**src/rtl/pixel_box_filter_if.sv**
```systemverilog
// Filter-side bundle between the Controller (master) and the box filter (slave).
interface pixel_box_filter_if #(
  parameter int DATA_WIDTH = 24
);
  logic                  Filter_EN;
  logic [DATA_WIDTH-1:0] Filter_DIN;
  logic                  Filter_CLR;
  logic [DATA_WIDTH-1:0] Filter_DATA;
  logic                  Filter_DNE;
  logic                  Filter_BSY;

  modport master (
    output Filter_EN, Filter_DIN, Filter_CLR,
    input  Filter_DATA, Filter_DNE, Filter_BSY
  );

  modport slave (
    input  Filter_EN, Filter_DIN, Filter_CLR,
    output Filter_DATA, Filter_DNE, Filter_BSY
  );
endinterface

```
**src/rtl/pixel_box_filter.sv**
```systemverilog
// Per-channel moving average over the last 2**TAP_LOG2 RGB888 samples; DNE 4 cycles after EN, EN ignored while BSY.
// Define PIXEL_BOX_FILTER_ROUND_EN for round-half-up results instead of truncation.
module pixel_box_filter #(
  parameter int DATA_WIDTH = 24,
  parameter int CH_WIDTH   = 8,
  parameter int TAP_LOG2   = 2
) (
  input  logic              Filter_CLK,
  input  logic              Filter_RST,
  pixel_box_filter_if.slave flt
);
  localparam int TAPS = 2 ** TAP_LOG2;
`ifdef PIXEL_BOX_FILTER_ROUND_EN
  localparam int SUM_W = CH_WIDTH + TAP_LOG2 + 1;
`else
  localparam int SUM_W = CH_WIDTH + TAP_LOG2;
`endif

  typedef enum logic [2:0] {IDLE, CALC_R, CALC_G, CALC_B, DONE} state_t;

  state_t                state_q;
  logic [DATA_WIDTH-1:0] hist_q [TAPS];
  logic [DATA_WIDTH-1:0] res_q;
  logic [DATA_WIDTH-1:0] data_q;
  logic                  dne_q;
  logic                  bsy_q;

  logic [1:0]            ch_sel_d;
  logic [SUM_W-1:0]      sum_d;
  logic [CH_WIDTH-1:0]   avg_d;

  // The single adder tree follows the state: R, then G, then B.
  always_comb begin
    ch_sel_d = 2'd0;
    case (state_q)
      CALC_R:  ch_sel_d = 2'd2;
      CALC_G:  ch_sel_d = 2'd1;
      default: ch_sel_d = 2'd0;
    endcase
  end

  always_comb begin
    sum_d = '0;
    for (int i = 0; i < TAPS; i++) begin
      sum_d = sum_d + SUM_W'(hist_q[i][ch_sel_d*CH_WIDTH +: CH_WIDTH]);
    end
  end

`ifdef PIXEL_BOX_FILTER_ROUND_EN
  logic [SUM_W-1:0] rnd_d;

  always_comb begin
    rnd_d = (sum_d + SUM_W'(TAPS / 2)) >> TAP_LOG2;
    avg_d = (rnd_d[SUM_W-1:CH_WIDTH] != '0) ? '1 : rnd_d[CH_WIDTH-1:0];
  end
`else
  assign avg_d = CH_WIDTH'(sum_d >> TAP_LOG2);
`endif

  always_ff @(posedge Filter_CLK) begin
    if (Filter_RST) begin
      state_q <= IDLE;
      for (int i = 0; i < TAPS; i++) begin
        hist_q[i] <= '0;
      end
      res_q  <= '0;
      data_q <= '0;
      dne_q  <= 1'b0;
      bsy_q  <= 1'b0;
    end else begin
      dne_q <= 1'b0;
      case (state_q)
        IDLE: begin
          if (flt.Filter_EN) begin
            // CLR with EN: the new sample lands in an otherwise empty window.
            hist_q[0] <= flt.Filter_DIN;
            for (int i = 1; i < TAPS; i++) begin
              hist_q[i] <= flt.Filter_CLR ? '0 : hist_q[i-1];
            end
            state_q <= CALC_R;
            bsy_q   <= 1'b1;
          end else if (flt.Filter_CLR) begin
            for (int i = 0; i < TAPS; i++) begin
              hist_q[i] <= '0;
            end
          end
        end
        CALC_R: begin
          res_q[2*CH_WIDTH +: CH_WIDTH] <= avg_d;
          state_q <= CALC_G;
        end
        CALC_G: begin
          res_q[CH_WIDTH +: CH_WIDTH] <= avg_d;
          state_q <= CALC_B;
        end
        CALC_B: begin
          res_q[CH_WIDTH-1:0] <= avg_d;
          data_q  <= {res_q[DATA_WIDTH-1:CH_WIDTH], avg_d};
          dne_q   <= 1'b1;
          state_q <= DONE;
        end
        DONE: begin
          state_q <= IDLE;
          bsy_q   <= 1'b0;
        end
        default: begin
          state_q <= IDLE;
          bsy_q   <= 1'b0;
        end
      endcase
    end
  end

  assign flt.Filter_DATA = data_q;
  assign flt.Filter_DNE  = dne_q;
  assign flt.Filter_BSY  = bsy_q;
endmodule

```
**src/flat_wrapper.sv**
```systemverilog
// flat-port wrapper written by rule: the top's interface ports become plain ports
module pixel_box_filter_flat 
#(
  parameter int DATA_WIDTH = 24,
  parameter int CH_WIDTH   = 8,
  parameter int TAP_LOG2   = 2
)
  (Filter_CLK, Filter_RST, flt_Filter_EN, flt_Filter_DIN, flt_Filter_CLR, flt_Filter_DATA, flt_Filter_DNE, flt_Filter_BSY);
  pixel_box_filter_if #(.DATA_WIDTH(DATA_WIDTH)) flt_i ();
  input  logic Filter_CLK;
  input  logic Filter_RST;
  input wire logic [$bits(flt_i.Filter_EN)-1:0] flt_Filter_EN;
  input wire logic [$bits(flt_i.Filter_DIN)-1:0] flt_Filter_DIN;
  input wire logic [$bits(flt_i.Filter_CLR)-1:0] flt_Filter_CLR;
  output wire logic [$bits(flt_i.Filter_DATA)-1:0] flt_Filter_DATA;
  output wire logic [$bits(flt_i.Filter_DNE)-1:0] flt_Filter_DNE;
  output wire logic [$bits(flt_i.Filter_BSY)-1:0] flt_Filter_BSY;
  assign flt_i.Filter_EN = flt_Filter_EN;
  assign flt_i.Filter_DIN = flt_Filter_DIN;
  assign flt_i.Filter_CLR = flt_Filter_CLR;
  assign flt_Filter_DATA = flt_i.Filter_DATA;
  assign flt_Filter_DNE = flt_i.Filter_DNE;
  assign flt_Filter_BSY = flt_i.Filter_BSY;
  pixel_box_filter #(.DATA_WIDTH(DATA_WIDTH), .CH_WIDTH(CH_WIDTH), .TAP_LOG2(TAP_LOG2)) u_core (.Filter_CLK(Filter_CLK), .Filter_RST(Filter_RST), .flt(flt_i));
endmodule
```
**config.mk**
```make
export PLATFORM = sky130hd
export DESIGN_NAME = pixel_box_filter_flat
export DESIGN_NICKNAME = d
export VERILOG_FILES = /design/src/rtl/pixel_box_filter_if.sv /design/src/rtl/pixel_box_filter.sv /design/src/flat_wrapper.sv
export SDC_FILE = /design/constraint.sdc
export NUM_CORES = 1
export LEC_CHECK = 0
export BUFFER_PORTS_ARGS = -buffer_cell sky130_fd_sc_hd__buf_2
export CELL_PAD_IN_SITES_DETAIL_PLACEMENT = 1
export CELL_PAD_IN_SITES_GLOBAL_PLACEMENT = 1
export CORE_MARGIN = 3
export CORE_UTILIZATION = 46
export CTS_CLUSTER_DIAMETER = 100
export DETAILED_ROUTE_END_ITERATION = 8
export PLACE_DENSITY_LB_ADDON = 0.2
export SLEW_MARGIN = 20
export SYNTH_ARGS = -nofsm -noshare
export SYNTH_HDL_FRONTEND = slang
export SYNTH_SLANG_ARGS = --single-unit
```
**constraint.sdc**
```tcl
create_clock -name Filter_CLK -period 6.2 [get_ports Filter_CLK]
set_input_delay 1.55 -clock Filter_CLK [delete_from_list [all_inputs] [get_ports Filter_CLK]]
set_output_delay 1.55 -clock Filter_CLK [all_outputs]
set_load 0.02 [all_outputs]
```
==> flow_metrics.py <==
metrics = {
    "drt": {
        "dr.pass1.iters": 4,
        "drt_iter0_drc": 411,
        "wl_per_cell_um": 19.1,
        "ant_nets": 0,
        "via_per_inst": 5.62,
        "via_count": 5113,
        "wl_um": 17300,
        "drcViolationCount": 0,
    },
    "finish": {
        "diodes": 0,
        "syn2layout_area_growth_pct": 14.4,
        "fillers": 1530,
        "multiInputGateArea_um2": 2890,
        "finalNonFillerCells": 909,
        "drive_above_1_share_pct": 15.8,
        "regArea_um2": 3300,
        "design_area_um2": 7420,
        "nets": 773,
    },
    "synthesis": {
        "ys_ff_latch": 141,
        "synth.distinct_cells": 47,
        "yosysTopAreaCellShare_pct": 28.7,
        "async_flop_share_pct": 0,
        "post-synth-top-area-cell": "dfxtp_1",
        "yosys.cell_count.top_type": "nand2_1",
        "synth_edf_count": 48,
        "synth_adder_area_share_pct": 5.86,
        "syn_avg_cell_area_um2": 9.49,
        "synth.area.top_cells": "dfxtp_1, edfxtp_1, nand2_1, a22oi_1, and2_1",
        "yosys.area_share.simple_pct": 20.0,
        "ys_seq_area_share_pct": 50.9,
        "synthCells": 684,
        "yosysWarnings": 0,
        "synth_top_family_by_area": "simple AND/OR/NAND/NOR gates",
        "synth_ff_type": "dfxtp_1",
        "synth_compound_gate_area_share_pct": 16.5,
        "syn_area_um2": 6490,
        "synth_mux_area_share_pct": 0,
        "yosys-top-cells-count": "nand2_1, dfxtp_1, nor2_1",
        "synth_xor_area_share_pct": 1.62,
        "syn_nets": 737,
    },
    "clock_tree": {
        "cts_setup_buffers": 0,
        "clkLatencyLatePin_ps": 430,
        "cts_max_path_buffers": 2,
        "cts.clk_slew.worst_paths_ps": 60,
        "cts_hold_buf": 0,
        "root_buffer": "clkbuf_16",
        "cts_tree": "yes",
        "clock_sinks": 141,
        "htree_num_levels": 4,
        "ctsResizeCount": 0,
        "numCtsBuffers": 17,
    },
    "worst_setup_path": {
        "reg2reg_from": "u_core.state_q[1]",
        "rrSetupSlack_ps": 850,
        "cp_max_fo": 11,
        "setup.worst_path.start": "u_core.state_q[1]",
        "crit_type": "flop to flop",
        "crit_path_start_kind": "flop",
        "required_ps": 6540,
        "crit_path_end_kind": "flop",
        "reg2reg_depth": 22,
        "reg2reg_to": "u_core.flt.Filter_DATA[6]",
        "crit_end": "u_core.flt.Filter_DATA[6]",
        "worstPathArrival_ps": 5690,
    },
    "outcome": {
        "status": "finished, final reports clean",
    },
    "floorplanning": {
        "core_um2": 13500,
        "die_x_um": 125,
        "initial_utilization_pct": 48.1,
        "die_height_um": 125,
        "dieArea_um2": 15600,
        "io_pins": 54,
        "rows": 42,
    },
    "sta": {
        "setup_viol": 0,
        "rsz0062_at_grt": "false",
        "finalCritPeriodShare_pct": 86.3,
        "finalHoldViolCount": 0,
        "skew_ps": 8.39,
        "period_needed_ps": 5350,
        "tns_ps": 0,
        "maxSlewViolCount": 0,
        "worstMarginPinSlew_ps": 947,
        "fmax_ghz": 0.187,
        "relSlewSlack_pct": 36.9,
    },
    "place": {
        "hpwl_um": 11600,
        "placed_area_um2": 6850,
        "gp_congestion": 0.814,
        "post-place-cells": 877,
        "numPortBuffers": 53,
    },
    "global_routing": {
        "grt_pass1_vias": 5602,
        "overflow": 0,
        "grt_max_degree": 55,
        "grt_util_all_layers_pct": 23.3,
        "grt_pass1_wl_um": 29000,
        "antenna_found_initial": 0,
    },
    "min_path": {
        "hp-class": "flop to flop",
    },
    "job": {
        "maxCapViolCount": 0,
    },
    "pwr": {
        "finalPower_mw": 2.71,
        "ir_drop_mv": 0.216,
        "power_density_nw_per_um2": 366,
        "p_leak_nw": 3.04,
    },
}
==> registers in the layout, indices dropped and copies added (netlist names) <==
| name | count |
|---|---|
| u_core.flt.Filter_BSY | 1 |
| u_core.flt.Filter_DATA | 24 |
| u_core.flt.Filter_DNE | 1 |
| u_core.hist_q | 96 |
| u_core.res_q | 16 |
| u_core.state_q | 3 |
==> cells in the final DEF, fill, tap and decap left out, types with 3 or more instances in the layout <==
master / netlist / final
and3_1: 3 / 3
a21o_1: 4 / 4
nand2_1: 112 / 112
buf_2: 2 / 53
xor2_1: 6 / 6
ha_1: 16 / 16
nor2b_1: 5 / 4
a22o_1: 5 / 5
nor2_1: 79 / 79
clkbuf_16: 0 / 17
nor4b_1: 3 / 3
or3_1: 3 / 3
a22oi_1: 54 / 54
xnor2_1: 6 / 6
o31ai_1: 6 / 6
fa_1: 9 / 9
o21ai_0: 11 / 11
inv_1: 18 / 18
inv_6: 0 / 6
dfxtp_1: 93 / 93
and2_1: 48 / 48
inv_8: 0 / 3
nor3_1: 6 / 5
nand3b_1: 6 / 6
a211oi_1: 6 / 6
a21oi_1: 49 / 49
nand2b_1: 3 / 3
buf_4: 1 / 13
a31oi_1: 15 / 14
edfxtp_1: 48 / 48
==> per-layer routing <==
layer	GRT usage, %	vias up	routed length [um]
met2	40.2	84	8830
met1	29.1	2571	7570
met3	5.23	16	752
met5	0	-	0
li1	-	2442	-
met4	7.03	0	174
==> metrics by stage <==
| stage | setup WS [ps] | hold WS [ps] | utilization, % |
|---|---|---|---|
| after floorplan | 1390 | 432 | - |
| after global placement | 1110 | 442 | 50.7 |
| after detailed placement | 850 | 447 | 50.7 |
| after CTS | 817 | 456 | 55.0 |
| after global routing | 340 | 481 | 55.0 |
| final | 851 | 453 | 55.0 |
==> kinds of logic (layout without fill, tap and decap cells) <==
| group | Yosys count | in the layout |
|---|---|---|
| DFF | 141 | 141 |
| xor gates and xnor gates | 12 | 12 |
| buffers and inverters | 67 | 116 |
| adders and majority gates | 25 | 25 |
| and+or+nand+nor | 277 | 277 |
| AOI/OAI and AO/OA | 162 | 162 |
==> worst max-delay path, cell delays in order, from the launching register on <==
cell and delay [ps]:
dfxtp_1 600, nor3b_4 490, buf_4 270, nand2_1 70
a31oi_1 170, ha_1 200, inv_1 50, fa_1 390
nor2b_1 120, o21ai_0 110, a21boi_0 220, o21ai_0 110
nand2b_1 120, xnor2_1 100, fa_1 550, inv_1 40
ha_1 340, and3_1 220, nand3_1 110, or3_2 120
o41ai_1 60, or4_4 560, o31ai_2 230
==> how the worst min path moves through the flow <==
stage | from | endpoint | slack, ps | cells past startpoint
finish | u_core.flt.Filter_DATA[11] | u_core.flt.Filter_DATA[11] | 450 | 2
global route | u_core.flt.Filter_DATA[11] | u_core.flt.Filter_DATA[11] | 480 | 2
CTS | u_core.flt.Filter_DATA[11] | u_core.flt.Filter_DATA[11] | 460 | 2
detailed placement | u_core.flt.Filter_DATA[11] | u_core.flt.Filter_DATA[11] | 450 | 2
global placement | u_core.flt.Filter_DATA[20] | u_core.flt.Filter_DATA[20] | 440 | 2
floorplan | u_core.res_q[13] | u_core.flt.Filter_DATA[13] | 430 | 2
==> power by group <==
part / switching (mW) / leakage (nW) / internal [mW]
clock: 0.441 / 0.285 / 0.567
combinational: 0.396 / 1.46 / 0.227
sequential: 0.0518 / 1.29 / 1.03
==> cell type report <==
cell class	instances	share of cell area, %
clock buffers	17	5.73
clock inverters	15	2.04
inverters	18	0.910
multi-input cells	476	39.0
flip-flops and latches	141	44.5
well taps	176	2.97
repair buffers	66	4.89
No activity file was read; power rests on OpenSTA's default activity.
